--- src/rtl/spi_pkg.sv ---
// Shared types and constants for the SPI register-bank access controller.
// Widths here set the layout of the buffered request word.
package spi_pkg;

  localparam int ADDR_W = 7;
  localparam int DATA_W = 8;
  localparam logic [ADDR_W-1:0] RO_ADDR = '0;

  typedef enum logic [1:0] {
    IDLE,
    WR,
    RD,
    RWAIT
  } ctrl_state_t;

  typedef struct packed {
    logic              is_write;
    logic [ADDR_W-1:0] addr;
    logic [DATA_W-1:0] wdata;
  } spi_req_t;

endpackage

--- src/rtl/spi_req_fifo.sv ---
// Synchronous request FIFO of spi_req_t; head is visible combinationally, push to pop is one cycle.
// Push while full and pop while empty are ignored; full does not see a same-cycle pop.
module spi_req_fifo
  import spi_pkg::*;
#(
  parameter int DEPTH = 4
) (
  input  logic     clk,
  input  logic     rst,
  input  logic     push,
  input  spi_req_t push_dat,
  input  logic     pop,
  output logic     full,
  output logic     empty,
  output spi_req_t head
);

  localparam int PTR_W = $clog2(DEPTH);
  localparam logic [PTR_W:0] PTR_ONE = 1;

  spi_req_t       mem [DEPTH];
  logic [PTR_W:0] wr_ptr;
  logic [PTR_W:0] rd_ptr;
  logic           do_push;
  logic           do_pop;

  // The extra pointer bit separates full from empty when the index bits match.
  assign full    = (wr_ptr[PTR_W] != rd_ptr[PTR_W]) &&
                   (wr_ptr[PTR_W-1:0] == rd_ptr[PTR_W-1:0]);
  assign empty   = (wr_ptr == rd_ptr);
  assign do_push = push && !full;
  assign do_pop  = pop && !empty;
  assign head    = mem[rd_ptr[PTR_W-1:0]];

  always_ff @(posedge clk) begin
    if (rst) begin
      wr_ptr <= '0;
      rd_ptr <= '0;
    end else begin
      if (do_push) begin
        mem[wr_ptr[PTR_W-1:0]] <= push_dat;
        wr_ptr                 <= wr_ptr + PTR_ONE;
      end
      if (do_pop) begin
        rd_ptr <= rd_ptr + PTR_ONE;
      end
    end
  end

endmodule

--- src/rtl/spi_reg_ctrl.sv ---
// Arbitrates the register bank between buffered SPI requests and one on-chip writer, round-robin.
// Write strobe 2 cycles after fe_valid, read data 4; fe_ready drops when the buffer is full and excess requests set overflow.
module spi_reg_ctrl #(
  parameter int FIFO_DEPTH = 4,
  parameter int ADDR_W     = spi_pkg::ADDR_W,
  parameter int DATA_W     = spi_pkg::DATA_W
) (
  input  logic              spi_clk,
  input  logic              rst,
  input  logic              fe_valid,
  input  logic              fe_is_write,
  input  logic [ADDR_W-1:0] fe_addr,
  input  logic [DATA_W-1:0] fe_wdata,
  output logic              fe_ready,
  input  logic              int_req,
  input  logic [ADDR_W-1:0] int_addr,
  input  logic [DATA_W-1:0] int_wdata,
  output logic              int_gnt,
  output logic              reg_we,
  output logic              reg_re,
  output logic [ADDR_W-1:0] reg_addr,
  output logic [DATA_W-1:0] reg_wdata,
  input  logic [DATA_W-1:0] reg_rdata,
  output logic [DATA_W-1:0] rd_data,
  output logic              rd_valid,
  output logic              overflow
);

  import spi_pkg::*;

  ctrl_state_t state;
  logic        last_int;
  logic        full;
  logic        empty;
  logic        int_pick;
  logic        spi_pick;
  spi_req_t    push_dat;
  spi_req_t    head;

  assign push_dat = '{is_write: fe_is_write, addr: fe_addr, wdata: fe_wdata};
  assign fe_ready = !full;

  // With both sources pending, whoever was not served last wins.
  assign int_pick = (state == IDLE) && int_req && (empty || !last_int);
  assign spi_pick = (state == IDLE) && !empty && !int_pick;

  spi_req_fifo #(
    .DEPTH(FIFO_DEPTH)
  ) u_req_fifo (
    .clk     (spi_clk),
    .rst     (rst),
    .push    (fe_valid),
    .push_dat(push_dat),
    .pop     (spi_pick),
    .full    (full),
    .empty   (empty),
    .head    (head)
  );

  always_ff @(posedge spi_clk) begin
    if (rst) begin
      state     <= IDLE;
      last_int  <= 1'b1;
      reg_we    <= 1'b0;
      reg_re    <= 1'b0;
      int_gnt   <= 1'b0;
      reg_addr  <= '0;
      reg_wdata <= '0;
      rd_data   <= '0;
      rd_valid  <= 1'b0;
      overflow  <= 1'b0;
    end else begin
      reg_we   <= 1'b0;
      reg_re   <= 1'b0;
      int_gnt  <= 1'b0;
      rd_valid <= 1'b0;
      if (fe_valid && full) begin
        overflow <= 1'b1;
      end
      case (state)
        IDLE: begin
          if (int_pick) begin
            state     <= WR;
            last_int  <= 1'b1;
            reg_we    <= 1'b1;
            int_gnt   <= 1'b1;
            reg_addr  <= int_addr;
            reg_wdata <= int_wdata;
          end else if (spi_pick) begin
            last_int <= 1'b0;
            if (head.is_write) begin
              state <= WR;
              // The chip ID register is read-only from SPI: the slot is spent without a strobe.
              if (head.addr != RO_ADDR) begin
                reg_we    <= 1'b1;
                reg_addr  <= head.addr;
                reg_wdata <= head.wdata;
              end
            end else begin
              state    <= RD;
              reg_re   <= 1'b1;
              reg_addr <= head.addr;
            end
          end
        end
        WR:      state <= IDLE;
        RD:      state <= RWAIT;
        RWAIT: begin
          rd_data  <= reg_rdata;
          rd_valid <= 1'b1;
          state    <= IDLE;
        end
        default: state <= IDLE;
      endcase
    end
  end

endmodule

--- config.mk ---
export PLATFORM = sky130hd
export DESIGN_NAME = spi_reg_ctrl
export DESIGN_NICKNAME = d
export VERILOG_FILES = /design/src/rtl/spi_pkg.sv /design/src/rtl/spi_req_fifo.sv /design/src/rtl/spi_reg_ctrl.sv
export SDC_FILE = /design/constraint.sdc
export NUM_CORES = 1
export LEC_CHECK = 0
export CAP_MARGIN = 40
export CORE_MARGIN = 8
export CORE_UTILIZATION = 56
export DETAILED_ROUTE_END_ITERATION = 7
export HOLD_SLACK_MARGIN = 0.06
export PLACE_DENSITY = 0.95
export SLEW_MARGIN = 10
export SYNTH_ARGS = -nofsm -noshare
export SYNTH_HDL_FRONTEND = slang
export SYNTH_SLANG_ARGS = --single-unit
--- constraint.sdc ---
create_clock -name spi_clk -period 5.54 [get_ports spi_clk]
set_input_delay 1.385 -clock spi_clk [delete_from_list [all_inputs] [get_ports spi_clk]]
set_output_delay 1.385 -clock spi_clk [all_outputs]
set_load 0.05 [all_outputs]
## Yosys cells after proc, flatten, opt, wreduce, memory -nomap -nowiden

Memory sizes are Yosys's and may differ from the RTL's. A register that Yosys moved wholly into a read port is not among the register bits.
Index checks and enable logic that the tools add are counted.
W data, S select, Z words.

| operators by class | value |
|---|---|
| add/subtract/negate cells | 2 |
| equal/unequal tests | 8 |
| multiplexer cells | 26 |
| bitwise gates (word level) | 2 |
| reduce and logical (&&, ||, !) cells | 24 |

Operators by type and width:

| kind | number |
|---|---|
| $mux W8 | 4 |
| $mux W7 | 4 |
| $mux W1 | 12 |
| $mux W2 | 5 |
| $logic_and A1 B1 Y1 | 8 |
| $reduce_bool A7 Y1 | 1 |
| $add A3 B1 Y3 const B | 2 |
| $ne A3 B2 Y1 const B | 2 |
| $pmux W2 S3 | 1 |
| $reduce_bool A2 Y1 | 3 |
| $eq A2 B2 Y1 const B | 2 |
| $logic_not A1 Y1 | 4 |
| $reduce_and A4 Y1 | 1 |
| $reduce_or A2 Y1 | 2 |
| $reduce_or A4 Y1 | 1 |
| $eq A3 B3 Y1 | 1 |
| $reduce_and A3 Y1 | 1 |
| $eq A2 B1 Y1 const B | 1 |
| $eq A2 B2 Y1 | 1 |
| $logic_not A2 Y1 | 1 |
| $not A1 Y1 | 2 |
| $reduce_and A2 Y1 | 1 |
| $logic_or A1 B1 Y1 | 1 |
| $ne A1 B1 Y1 | 1 |

| word-level totals | value |
|---|---|
| register bits after elaboration | 37 |
| RAM bits | 64 |
| input bits | 43 |
| output and inout bits | 29 |
| word-level logic and storage cells | 75 |
| memories | 1 |

Memory list:

| memory | depth | width | rd ports | clocked after memory_dff | wr ports | RTL line | source |
|---|---|---|---|---|---|---|---|
| u_req_fifo.mem | 4 | 16 | 1 | 1 | 1 | spi_req_fifo.sv:21 | `spi_req_t mem [DEPTH];` |

## Longest topological paths before layout

Gate-level depths: netlist of run 1.

| depth | value |
|---|---|
| depth in word-level cells | 8 |
| gate-level depth with buffers | 8 |
| mapped depth without buffers | 5 |

## Cells and area by module

Synthesis of run 1 repeated with hierarchy kept, for this count alone.

| second synthesis, totals | value |
|---|---|
| cell total of the unflattened synthesis | 301 |
| area, all modules | 4311.6 um^2 |

By module, submodules not included:

| module | instances | cells each | area each (um^2) |
|---|---|---|---|
| spi_req_fifo | 1 | 154 | 2914.0 |
| spi_reg_ctrl | 1 | 147 | 1397.6 |

## Least setup slack after synthesis of run 1

Ideal clock, no wire load.

| path | value |
|---|---|
| kind | input port to flip-flop |
| start | in rst |
| end | mem u_req_fifo.mem[3][0] in the netlist's numbering (enable) |
| library setup time | 0.374 ns |
| arrival time | 2.187 ns |
| path slack | 2.979 ns |
| stages | 3 |
| path through | clkbuf_1 -> nor2_1 -> and2_1 |

| between the ends | value |
|---|---|
| longest elaborated chain between the ends | 2 |

RTL lines:

| what | RTL line | source |
|---|---|---|
| start, declared | spi_reg_ctrl.sv:9 | `input logic rst,` |
| $mux W1 | spi_req_fifo.sv:36 | `if (rst) begin` |
| $mux W1 (implied by the code) | spi_req_fifo.sv:41 | `mem[wr_ptr[PTR_W-1:0]] <= push_dat;` |
| end, declared | spi_req_fifo.sv:21 |  |

Every way passes these cells.

## Worst setup path in the final report of run 1

| path | value |
|---|---|
| start | reg u_req_fifo.wr_ptr[1] |
| end | out fe_ready |

| between the ends | value |
|---|---|
| longest elaborated chain between the ends | 3 |

RTL lines:

| what | RTL line | source |
|---|---|---|
| start, declared | spi_req_fifo.sv:22 | `logic [PTR_W:0] wr_ptr;` |
| start signal, assigned | spi_req_fifo.sv:42 | `wr_ptr <= wr_ptr + PTR_ONE;` |
| $eq A2 B2 Y1 | spi_req_fifo.sv:29 | `(wr_ptr[PTR_W-1:0] == rd_ptr[PTR_W-1:0]);` |
| $logic_and A1 B1 Y1 | spi_req_fifo.sv:28 | `assign full = (wr_ptr[PTR_W] != rd_ptr[PTR_W]) &&` |
| $logic_not A1 Y1 | spi_reg_ctrl.sv:41 | `assign fe_ready = !full;` |
| end, declared | spi_reg_ctrl.sv:14 | `output logic fe_ready,` |

Every way passes these cells.

==> metrics.md, run 1 <==
| Metric | Value |
|---|---|
| Asr flop ratio synth | `0%` |
| Setup slack after layout | `2.15 ns` |
| Status | `finished clean` |
| Worst Hold Path EP | `rd_data[0]$_SDFFE_PP0P_` |
| DR iter-0 viols | `173` |
| Initial antenna violation count | `0` |
| Most common cell after layout, fill and taps aside | `clkdlybuf4s50_1` |
| Synthesized cell area | `4080 um^2` |
| Final setup fails | `0` |
| Detailed Routing Iterations Pass 1 | `4` |
| Vias in the first global route | `2,595` |
| Critical path class | `reg2out` |
| Core Box Area | `7180 um^2` |
| CP Capture Type | `output pin` |
| Mapped Avg Cell Area | `15.0 um^2` |
| R2R Path End | `reg_wdata[5]$_SDFFE_PP0P_` |
| Hold Path Stages | `2` |
| Largest net degree at the start of global routing | `40` |
| DP Wirelength | `5.71 mm` |
| Synth Register Bits | `103` |
| Share of cells above drive strength 1 | `14.1%` |
| Synth warn | `0` |
| Crit path cell chain | `xnor2_1, nand3b_1, clkdlybuf4s50_1` |
| Worst vdd ir | `0.236 mV` |
| Row count | `31` |
| Critical Path RT | `4.16 ns` |
| Grt ovf | `0` |
| Bufs on Longest Clock Path | `2` |
| Vias/cell | `5.59` |
| Slew of the pin with the lowest slew margin | `0.829 ns` |
| HP Class | `reg2reg` |
| Input/output buffers | `71` |
| Placed Area | `4830 um^2` |
| Boundary Pins | `72` |
| # hold bufs at CTS | `0` |
| Total power | `2.26 mW` |
| DRC | `0` |
| P&R area growth vs syn | `23.5%` |
| Die width | `101 um` |
| TritonCTS Sinks | `103` |
| WL final | `8.43 mm` |
| PostCTS Resize Cnt | `0` |
| Achievable clock frequency | `295 MHz` |
| Cts bufs inserted | `9` |
| Final hold vios | `0` |
| Setup TNS | `0 ns` |
| Hold path start | `rd_data[0]$_SDFFE_PP0P_` |
| Pre-CTS WS | `2.13 ns` |
| Crit-path max cell delay | `0.85 ns` |
| Worst Skew | `0.0115 ns` |
| Antenna Violating Nets Remaining | `0` |
| Top FF cell, synth | `edfxtp_1` |
| Via count | `2,499` |
| Wire per inst | `18.9 um` |
| Post-synth EDFFs | `64` |
| RSZ-0062 raised after global routing | `false` |
| Fin crit share | `61.3%` |
| CP arrival | `2.01 ns` |
| Placed Cells | `431` |
| H-tree depth | `3` |
| First-pass GRT wire length | `13.1 mm` |
| Antenna diodes | `0` |
| Die area | `10,300 um^2` |
| Die Span Y | `101 um` |
| Pwr Density | `449 nW/um^2` |
| Tmin final | `3.39 ns` |
| Gr usage total | `16.9%` |
| Worst path slowest cell | `clkdlybuf4s50_1` |
| GPL Wtd Cong | `0.799` |
| Fin area | `5040 um^2` |
| Max-cap violations | `0` |
| Reg2Reg Setup Slack | `2.88 ns` |
| Lkg Pwr | `1.76 nW` |
| Fin. max-slew vios | `0` |
| Reg clk slew, reported paths | `0.10 ns` |
| CTS tree | `yes` |
| Worst R2R Path Depth | `5` |
| Nets@finish | `391` |
| CTS root buf | `clkbuf_8` |
| Yosys cell types | `39` |
| Number of buffers and inverters on the critical path | `1` |
| Worst path top cell family by delay | `buffers and inverters` |
| Initial core utilization | `56.9%` |
| Final std cells w/o fill | `447` |
| Rel. slew slack | `44.7%` |
| Worst Path Max Fanout | `5` |
| CP startpoint kind | `flip-flop` |
| Synth Instances | `272` |
| Layout fillers | `462` |
| Seq/Total Area, Yosys | `66.2%` |
| Leading cell types in the layout, fill and taps excluded | `71 x clkdlybuf4s50_1, 64 x edfxtp_1, 39 x dfxtp_1` |
| Syn Nets | `320` |
| Setup Buffers After CTS | `0` |
| Clock Latency Late Sink | `0.36 ns` |
## sequential cells by signal, indices dropped and copies added (netlist names), named ones only
signal	count
rd_valid	1
last_int	1
int_gnt	1
rd_data	8
reg_addr	7
overflow	1
u_req_fifo.rd_ptr	3
reg_we	1
state	2
reg_wdata	8
reg_re	1
u_req_fifo.mem	64
u_req_fifo.wr_ptr	3
## logic make-up (layout without fill, tap and decap cells)
logic type | after synthesis | count (layout) | share of synthesized area (%)
and+or+nand+nor | 51 | 51 | 6.44
DFF | 103 | 103 | 66.2
adders and majority gates | 5 | 5 | 1.53
buffers and inverters | 32 | 108 | 4.32
AOI/OAI and AO/OA | 49 | 49 | 8.70
muxes | 25 | 25 | 11.3
xor gates and xnor gates | 7 | 7 | 1.50
## synth_stat cells, types with 2 or more instances
cell	instances	share of area [%]
clkbuf_8	2	0.67
nor2_1	11	1.0
a21oi_1	28	3.4
mux4_2	13	7.2
dfxtp_1	39	19
mux2i_1	9	2.2
buf_1	4	0.37
inv_1	19	1.7
xor2_1	3	0.64
a31o_2	8	1.7
buf_6	2	0.55
and2_1	4	0.61
clkbuf_1	2	0.18
nand2_1	14	1.3
o221a_1	7	1.9
nor3_1	2	0.25
edfxtp_1	64	47
nand3_1	11	1.3
mux4_1	3	1.9
ha_1	5	1.5
xnor2_1	4	0.86
## final cells by class
class	instances	area, um^2	area share (%)
Clock buffer	9	124	2.46
Clock inverter	7	82.6	1.64
Inverter	19	71.3	1.41
Multi-Input combinational cell	137	1200	23.9
Sequential cell	103	2700	53.6
Tap cell	99	124	2.46
Timing Repair Buffer	73	733	14.5
## power by group
group          total [mW]  switching (mW)  internal, mW
sequential          0.990          0.0871         0.903
clock               0.474           0.260         0.214
combinational       0.798           0.475         0.323
## metal layers
metal	track usage, %	vias up	routed length [um]
li1	-	1163	-
met1	19.7	1219	3500
met2	28.4	102	4200
met3	4.67	15	539
met5	0	-	0
met4	7.90	0	193
## stage by stage
step | hold WS, ns | util (%)
after floorplan | 0.448 | -
after global placement | 0.442 | 67.2
after detailed placement | 0.448 | 67.4
after CTS | 0.462 | 70.3
after global routing | 0.482 | 70.3
final | 0.458 | 70.3
## worst reg2reg max path: cells and delay by family, from the launching register on
| family | cells | cell delay (ns) |
|---|---|---|
| compound gates | 2 | 0.58 |
| simple gates | 2 | 0.74 |
| flops | 1 | 0.83 |
| mux | 1 | 0.44 |
## worst max path at each step
stage                                                 start                             end  slack, ns  cells after the start
after CTS                 u_req_fifo.wr_ptr[2]$_SDFFE_PP0N_                        fe_ready       2.13                      3
after global placement                                  rst  u_req_fifo.mem[3][4]$_DFFE_PP_       2.22                      4
after floorplan                                         rst  u_req_fifo.mem[3][0]$_DFFE_PP_       2.98                      3
after global routing      u_req_fifo.wr_ptr[2]$_SDFFE_PP0N_                        fe_ready       2.05                      3
after detailed placement                                rst  u_req_fifo.mem[2][4]$_DFFE_PP_       2.13                      4
final                     u_req_fifo.wr_ptr[1]$_SDFFE_PP0N_                        fe_ready       2.15                      3
Note: power is estimated with default switching activity, not from simulation.
==> run 2: changes to the inputs <==
Settings changed: CORE_UTILIZATION 56 to 47, PLACE_DENSITY 0.95 to 0.87.
Clock period 5.54 ns to 2.8 ns, I/O delays scaled along.
==> metrics.md, run 2 (synthesized netlist as in run 1, its figures left out) <==
| Metric | Value |
|---|---|
| WL final | `8.56 mm` |
| Wire per inst | `18.5 um` |
| Nets@finish | `397` |
| Initial antenna violation count | `0` |
| CTS root buf | `clkbuf_8` |
| Critical path class | `reg2out` |
| Rel. slew slack | `57.1%` |
| CP startpoint kind | `flip-flop` |
| CP Capture Type | `output pin` |
| PostCTS Resize Cnt | `0` |
| Leading cell types in the layout, fill and taps excluded | `71 x clkdlybuf4s50_1, 64 x edfxtp_1, 39 x dfxtp_1` |
| HP Class | `reg2reg` |
| Boundary Pins | `72` |
| Reg clk slew, reported paths | `0.09 ns` |
| Fin. max-slew vios | `0` |
| Lkg Pwr | `1.81 nW` |
| Most common cell after layout, fill and taps aside | `clkdlybuf4s50_1` |
| Antenna Violating Nets Remaining | `0` |
| Hold Path Stages | `2` |
| Core Box Area | `8590 um^2` |
| P&R area growth vs syn | `25.6%` |
| First-pass GRT wire length | `13.3 mm` |
| Reg2Reg Setup Slack | `0.19 ns` |
| Antenna diodes | `0` |
| Share of cells above drive strength 1 | `15.3%` |
| DP Wirelength | `5.98 mm` |
| RSZ-0062 raised after global routing | `false` |
| Final hold vios | `0` |
| Detailed Routing Iterations Pass 1 | `4` |
| Clk pwr share | `23.5%` |
| Fin crit share | `93.7%` |
| Psw | `1.60 mW` |
| Setup Buffers After CTS | `0` |
| Placed Area | `4880 um^2` |
| Die Span Y | `109 um` |
| Fin util | `59.7%` |
| Internal cell power | `3.03 mW` |
| Total power | `4.63 mW` |
| Row count | `34` |
| Worst path slowest cell | `clkdlybuf4s50_1` |
| Vias/cell | `5.39` |
| Hold path start | `rd_data[0]$_SDFFE_PP0P_` |
| Worst Hold Path EP | `rd_data[0]$_SDFFE_PP0P_` |
| Sw Share | `34.7%` |
| Max-cap violations | `0` |
| Input/output buffers | `71` |
| Pwr Density | `903 nW/um^2` |
| Cts bufs inserted | `9` |
| Number of buffers and inverters on the critical path | `1` |
| Via count | `2,491` |
| H-tree depth | `3` |
| Tmin final | `2.62 ns` |
| Status | `finished clean` |
| Crit-path max cell delay | `0.81 ns` |
| Die area | `11,900 um^2` |
| Vias in the first global route | `2,643` |
| Clock Latency Late Sink | `0.36 ns` |
| Achievable clock frequency | `381 MHz` |
| Combinational Power Share | `34.3%` |
| Final setup fails | `0` |
| Critical Path RT | `2.10 ns` |
| Worst vdd ir | `0.363 mV` |
| Reg power frac | `42.2%` |
| Worst R2R Path Depth | `5` |
| # hold bufs at CTS | `0` |
| Fin area | `5130 um^2` |
| Initial core utilization | `47.5%` |
| TritonCTS Sinks | `103` |
| GPL Wtd Cong | `0.774` |
| Worst path top cell family by delay | `buffers and inverters` |
| R2R Path End | `reg_wdata[1]$_SDFFE_PP0P_` |
| Die width | `109 um` |
| Bufs on Longest Clock Path | `2` |
| Grt ovf | `0` |
| Slew of the pin with the lowest slew margin | `0.643 ns` |
| Largest net degree at the start of global routing | `39` |
| Crit path cell chain | `xnor2_1, nand3b_1, clkdlybuf4s50_1` |
| Setup TNS | `0 ns` |
| Gr usage total | `14.7%` |
| DRC | `0` |
| CP arrival | `1.92 ns` |
| Worst Path Max Fanout | `2` |
| CTS tree | `yes` |
| Worst Skew | `0.00907 ns` |
| Max FFs per register | `64` |
| DR iter-0 viols | `139` |
run 2: cell types whose count changed in the layout (fill, tap and decap cells not counted):
cell | before | now
buf_4 | 1 | 8
inv_8 | 1 | 0
inv_6 | 0 | 1
clkbuf_1 | 0 | 1
clkinvlp_4 | 2 | 0
bufinv_16 | 1 | 3
clkinv_4 | 3 | 2
buf_8 | 1 | 0
run 2: power groups by stage:
stage	sequential, mW	clock, mW	combinational, mW
after floorplan	2.24	0	0.897
after global placement	1.98	0	1.53
after detailed placement	1.99	0	1.58
after CTS	1.96	1.10	1.59
after global routing	1.98	1.16	1.69
final	1.96	1.09	1.59
run 2: worst max path at each step:
stage / startpoint / to / slack [ns] / cells after the start
after floorplan: u_req_fifo.wr_ptr[2]$_SDFFE_PP0N_ / u_req_fifo.mem[3][0]$_DFFE_PP_ / 0.58 / 5
after global placement: flip-flop / reg_wdata[0]$_SDFFE_PP0P_ / 0.31 / 5
after detailed placement: flip-flop / reg_wdata[6]$_SDFFE_PP0P_ / 0.22 / 5
after CTS: u_req_fifo.wr_ptr[2]$_SDFFE_PP0N_ / fe_ready / 0.14 / 3
after global routing: flip-flop / reg_wdata[0]$_SDFFE_PP0P_ / 0.05 / 5
final: u_req_fifo.wr_ptr[2]$_SDFFE_PP0N_ / fe_ready / 0.18 / 3
run 2: stage by stage:
step	setup WS [ns]	hold WS, ns	cells
after CTS	0.137	0.465	462
after global placement	0.309	0.443	446
after floorplan	0.583	0.448	272
final	0.177	0.463	462
after detailed placement	0.224	0.451	446
after global routing	0.0497	0.480	462
run 2: cell type report:
cell class              count  area (um^2)
clock inverters             6          116
multi-input cells         137         1200
clock buffers              10          128
inverters                  19         71.3
repair buffers             79          771
fillers                   659         3470
well taps                 108          135
flip-flops and latches    103         2700
run 2: worst reg2reg max path: cells and delay by family, from the launching register on:
kind / cells / cell delay [ns]
compound gates: 3 / 0.69
flops: 1 / 0.62
mux: 1 / 0.65
simple gates: 1 / 0.55
run 2: routing by layer:
| metal | routed length, um | track usage (%) |
|---|---|---|
| met5 | 0 | 0 |
| met4 | 119 | 5.69 |
| met1 | 3480 | 17.0 |
| met2 | 4320 | 25.2 |
| met3 | 643 | 4.14 |
==> run 3: changes to the inputs <==
Settings changed: ABC_AREA set to 1, CORE_UTILIZATION 47 to 53, PLACE_DENSITY 0.87 to 0.92.
Clock period 2.8 ns to 2.9 ns, I/O delays scaled along.
==> metrics.md, run 3 <==
| Metric | Value |
|---|---|
| Area share of and/or/nand/nor cells after synthesis | `23.5%` |
| Die width | `106 um` |
| Worst Hold Path EP | `reg_addr[2]$_SDFFE_PP0P_` |
| Met1 usage | `20.3%` |
| Slew of the pin with the lowest slew margin | `0.531 ns` |
| Combinational Power Share | `44.1%` |
| DP Wirelength | `6.67 mm` |
| Asr flop ratio synth | `0%` |
| Reg2Reg Setup Slack | `0.61 ns` |
| Clk pwr share | `17.1%` |
| Most common cell after layout, fill and taps aside | `nand2_1` |
| Synthesized cell area | `4290 um^2` |
| Fin. max-slew vios | `0` |
| Grt ovf | `0` |
| Initial core utilization | `53.5%` |
| DR iter-0 viols | `196` |
| Row count | `33` |
| H-tree depth | `3` |
| Fin crit share | `93.3%` |
| Final std cells w/o fill | `642` |
| Fin util | `65.9%` |
| Leading cell types in the layout, fill and taps excluded | `111 x nand2_1, 79 x nor2_1, 71 x clkdlybuf4s50_1` |
| Max-cap violations | `0` |
| GPL Wtd Cong | `0.844` |
| CP arrival | `1.98 ns` |
| Vias in the first global route | `3,323` |
| Setup Buffers After CTS | `0` |
| Crit path cell chain | `inv_2, nand2_1, nand2_1, nand4_1, clkdlybuf4s50_1` |
| Worst vdd ir | `0.371 mV` |
| R2R Path End | `reg_addr[6]$_SDFFE_PP0P_` |
| Bufs on Longest Clock Path | `2` |
| Worst path slowest cell | `clkdlybuf4s50_1` |
| Achievable clock frequency | `370 MHz` |
| P&R area growth vs syn | `23.2%` |
| Count leader, synth | `nand2_1` |
| Met2 usage | `28.9%` |
| FF-to-FF Start | `u_req_fifo.wr_ptr[0]$_SDFFE_PP0N_` |
| Rel. slew slack | `64.6%` |
| Synth Instances | `460` |
| WL final | `9.46 mm` |
| Dominant cell type by area after synthesis | `edfxtp_1` |
| Core Box Area | `8010 um^2` |
| Total power | `4.74 mW` |
| Critical Path Most Common Cell | `nand2_1` |
| CP startpoint kind | `flip-flop` |
| Final setup fails | `0` |
| Syn Nets | `508` |
| Status | `finished clean` |
| Post-synthesis xor/xnor area fraction | `0%` |
| Wire per inst | `14.7 um` |
| Die Span Y | `106 um` |
| Share of cells above drive strength 1 | `6.89%` |
| Worst R2R Path Depth | `11` |
| Max FFs per register | `64` |
| HP Class | `reg2reg` |
| CTS tree | `yes` |
| Final hold vios | `0` |
| PostCTS Resize Cnt | `0` |
| First-pass GRT wire length | `15.6 mm` |
| Antenna Violating Nets Remaining | `0` |
| Nets@finish | `580` |
| Placed Area | `5100 um^2` |
| Critical Path RT | `2.17 ns` |
| Compound-Gate Fraction of Synth Area | `6.36%` |
| Crit-path max cell delay | `0.82 ns` |
| Initial antenna violation count | `0` |
| Via count | `3,268` |
| Top FF cell, synth | `edfxtp_1` |
| Hold Path Stages | `2` |
| DRC | `0` |
| RSZ-0062 raised after global routing | `false` |
| Die area | `11,200 um^2` |
| Synth warn | `0` |
| Setup slack after layout | `0.195 ns` |
| Final hold slack | `0.491 ns` |
| Pwr Density | `898 nW/um^2` |
| Combinational family with the most area after synthesis | `simple AND/OR/NAND/NOR gates` |
| TritonCTS Sinks | `103` |
| Detailed Routing Iterations Pass 1 | `4` |
| Gr busiest metal | `met2` |
| Synth Register Bits | `103` |
| Psw | `2.01 mW` |
| Input/output buffers | `71` |
| Mux contribution to synthesized area | `0%` |
| Cts bufs inserted | `9` |
| Post-synth EDFFs | `64` |
| Hold path start | `reg_addr[2]$_SDFFE_PP0P_` |
| Fin area | `5280 um^2` |
| Seq/Total Area, Yosys | `63.1%` |
| Worst Skew | `0.0116 ns` |
| Clock Latency Late Sink | `0.36 ns` |
| # hold bufs at CTS | `0` |
| Internal cell power | `2.72 mW` |
| Lkg Pwr | `2.15 nW` |
| Met3 Usage GRT | `4.42%` |
| Gr usage total | `17.2%` |
| Yosys cell types | `25` |
| Top cells by area, synth | `edfxtp_1 45%, dfxtp_1 18%, nand2_1 9.7%` |
| Largest net degree at the start of global routing | `34` |
| Post-synth top cells | `111 x nand2_1, 79 x nor2_1, 64 x edfxtp_1` |
| Vias/cell | `5.09` |
| Post-Synth Adder-Cell Area | `1.46%` |
| Reg clk slew, reported paths | `0.10 ns` |
| Setup TNS | `0 ns` |
| Critical path class | `reg2out` |
| CP Capture Type | `output pin` |
| Reg power frac | `38.8%` |
| Pre-CTS WS | `0.365 ns` |
| Sw Share | `42.5%` |
| Tmin final | `2.70 ns` |
| Antenna diodes | `0` |
| Mapped Avg Cell Area | `9.32 um^2` |
| Worst Path Max Fanout | `5` |
| Placed Cells | `626` |
| Boundary Pins | `72` |
| CTS root buf | `clkbuf_8` |
| Synth top area share | `44.8%` |
[run 3: changes by cell type in the layout (fill, tap and decap cells not counted), sizes merged, moves of 4 or more]
cell and change:
nor2 +71, o21ai +33, xnor2 -4, o22ai +8, o221a -7, mux2i -9, a31o -8, and2 -4
inv +25, nand2 +100, nand3 +28, mux4 -16, a21oi -19
[run 3: cells by family after synthesis]
family          after synthesis
flops                       103
simple gates                241
compound gates               52
fa+ha+maj                     5
buf+inv                      59
[run 3: worst max path at each step]
| stage | from | endpoint | slack [ns] | cells past startpoint |
|---|---|---|---|---|
| after CTS | u_req_fifo.wr_ptr[0]$_SDFFE_PP0N_ | fe_ready | 0.19 | 5 |
| after detailed placement | int_req | reg_addr[6]$_SDFFE_PP0P_ | 0.36 | 9 |
| final | u_req_fifo.wr_ptr[0]$_SDFFE_PP0N_ | fe_ready | 0.20 | 5 |
| after global placement | int_req | reg_addr[5]$_SDFFE_PP0P_ | 0.48 | 9 |
| after floorplan | u_req_fifo.wr_ptr[0]$_SDFFE_PP0N_ | u_req_fifo.mem[0][0]$_DFFE_PP_ | 0.43 | 8 |
| after global routing | u_req_fifo.wr_ptr[0]$_SDFFE_PP0N_ | fe_ready | 0.1 | 5 |
[run 3: critical path, delay by kind of cell (launching register included)]
kind          cells  cell delay [ns]
buf+inv           2             0.91
flops             1             0.44
simple gates      3             0.26
[run 3: power groups by stage]
| stage | registers (mW) | clock network, mW | logic (mW) |
|---|---|---|---|
| 3_3_place_gp | 1.86 | 0 | 2.00 |
| 5_1_grt | 1.86 | 0.881 | 2.36 |
| 4_1_cts | 1.84 | 0.819 | 2.10 |
| 2_1_floorplan | 2.23 | 0 | 1.18 |
| 6_report | 1.84 | 0.810 | 2.09 |
| 3_5_place_dp | 1.87 | 0 | 2.09 |
[run 3: area by class of cell]
cell class	instances	area, um^2
fillers	569	2730
flip-flops and latches	103	2700
multi-input cells	298	1340
repair buffers	79	771
inverters	41	154
well taps	105	131
clock buffers	9	124
clock inverters	7	51.3
[run 3: per-layer routing]
metal	share of wire (%)	wire length, um	up-vias
li1	-	-	1652
met1	41	3840	1500
met2	52	4870	107
met3	6.5	615	9
met4	1.4	137	0
met5	0	0	-
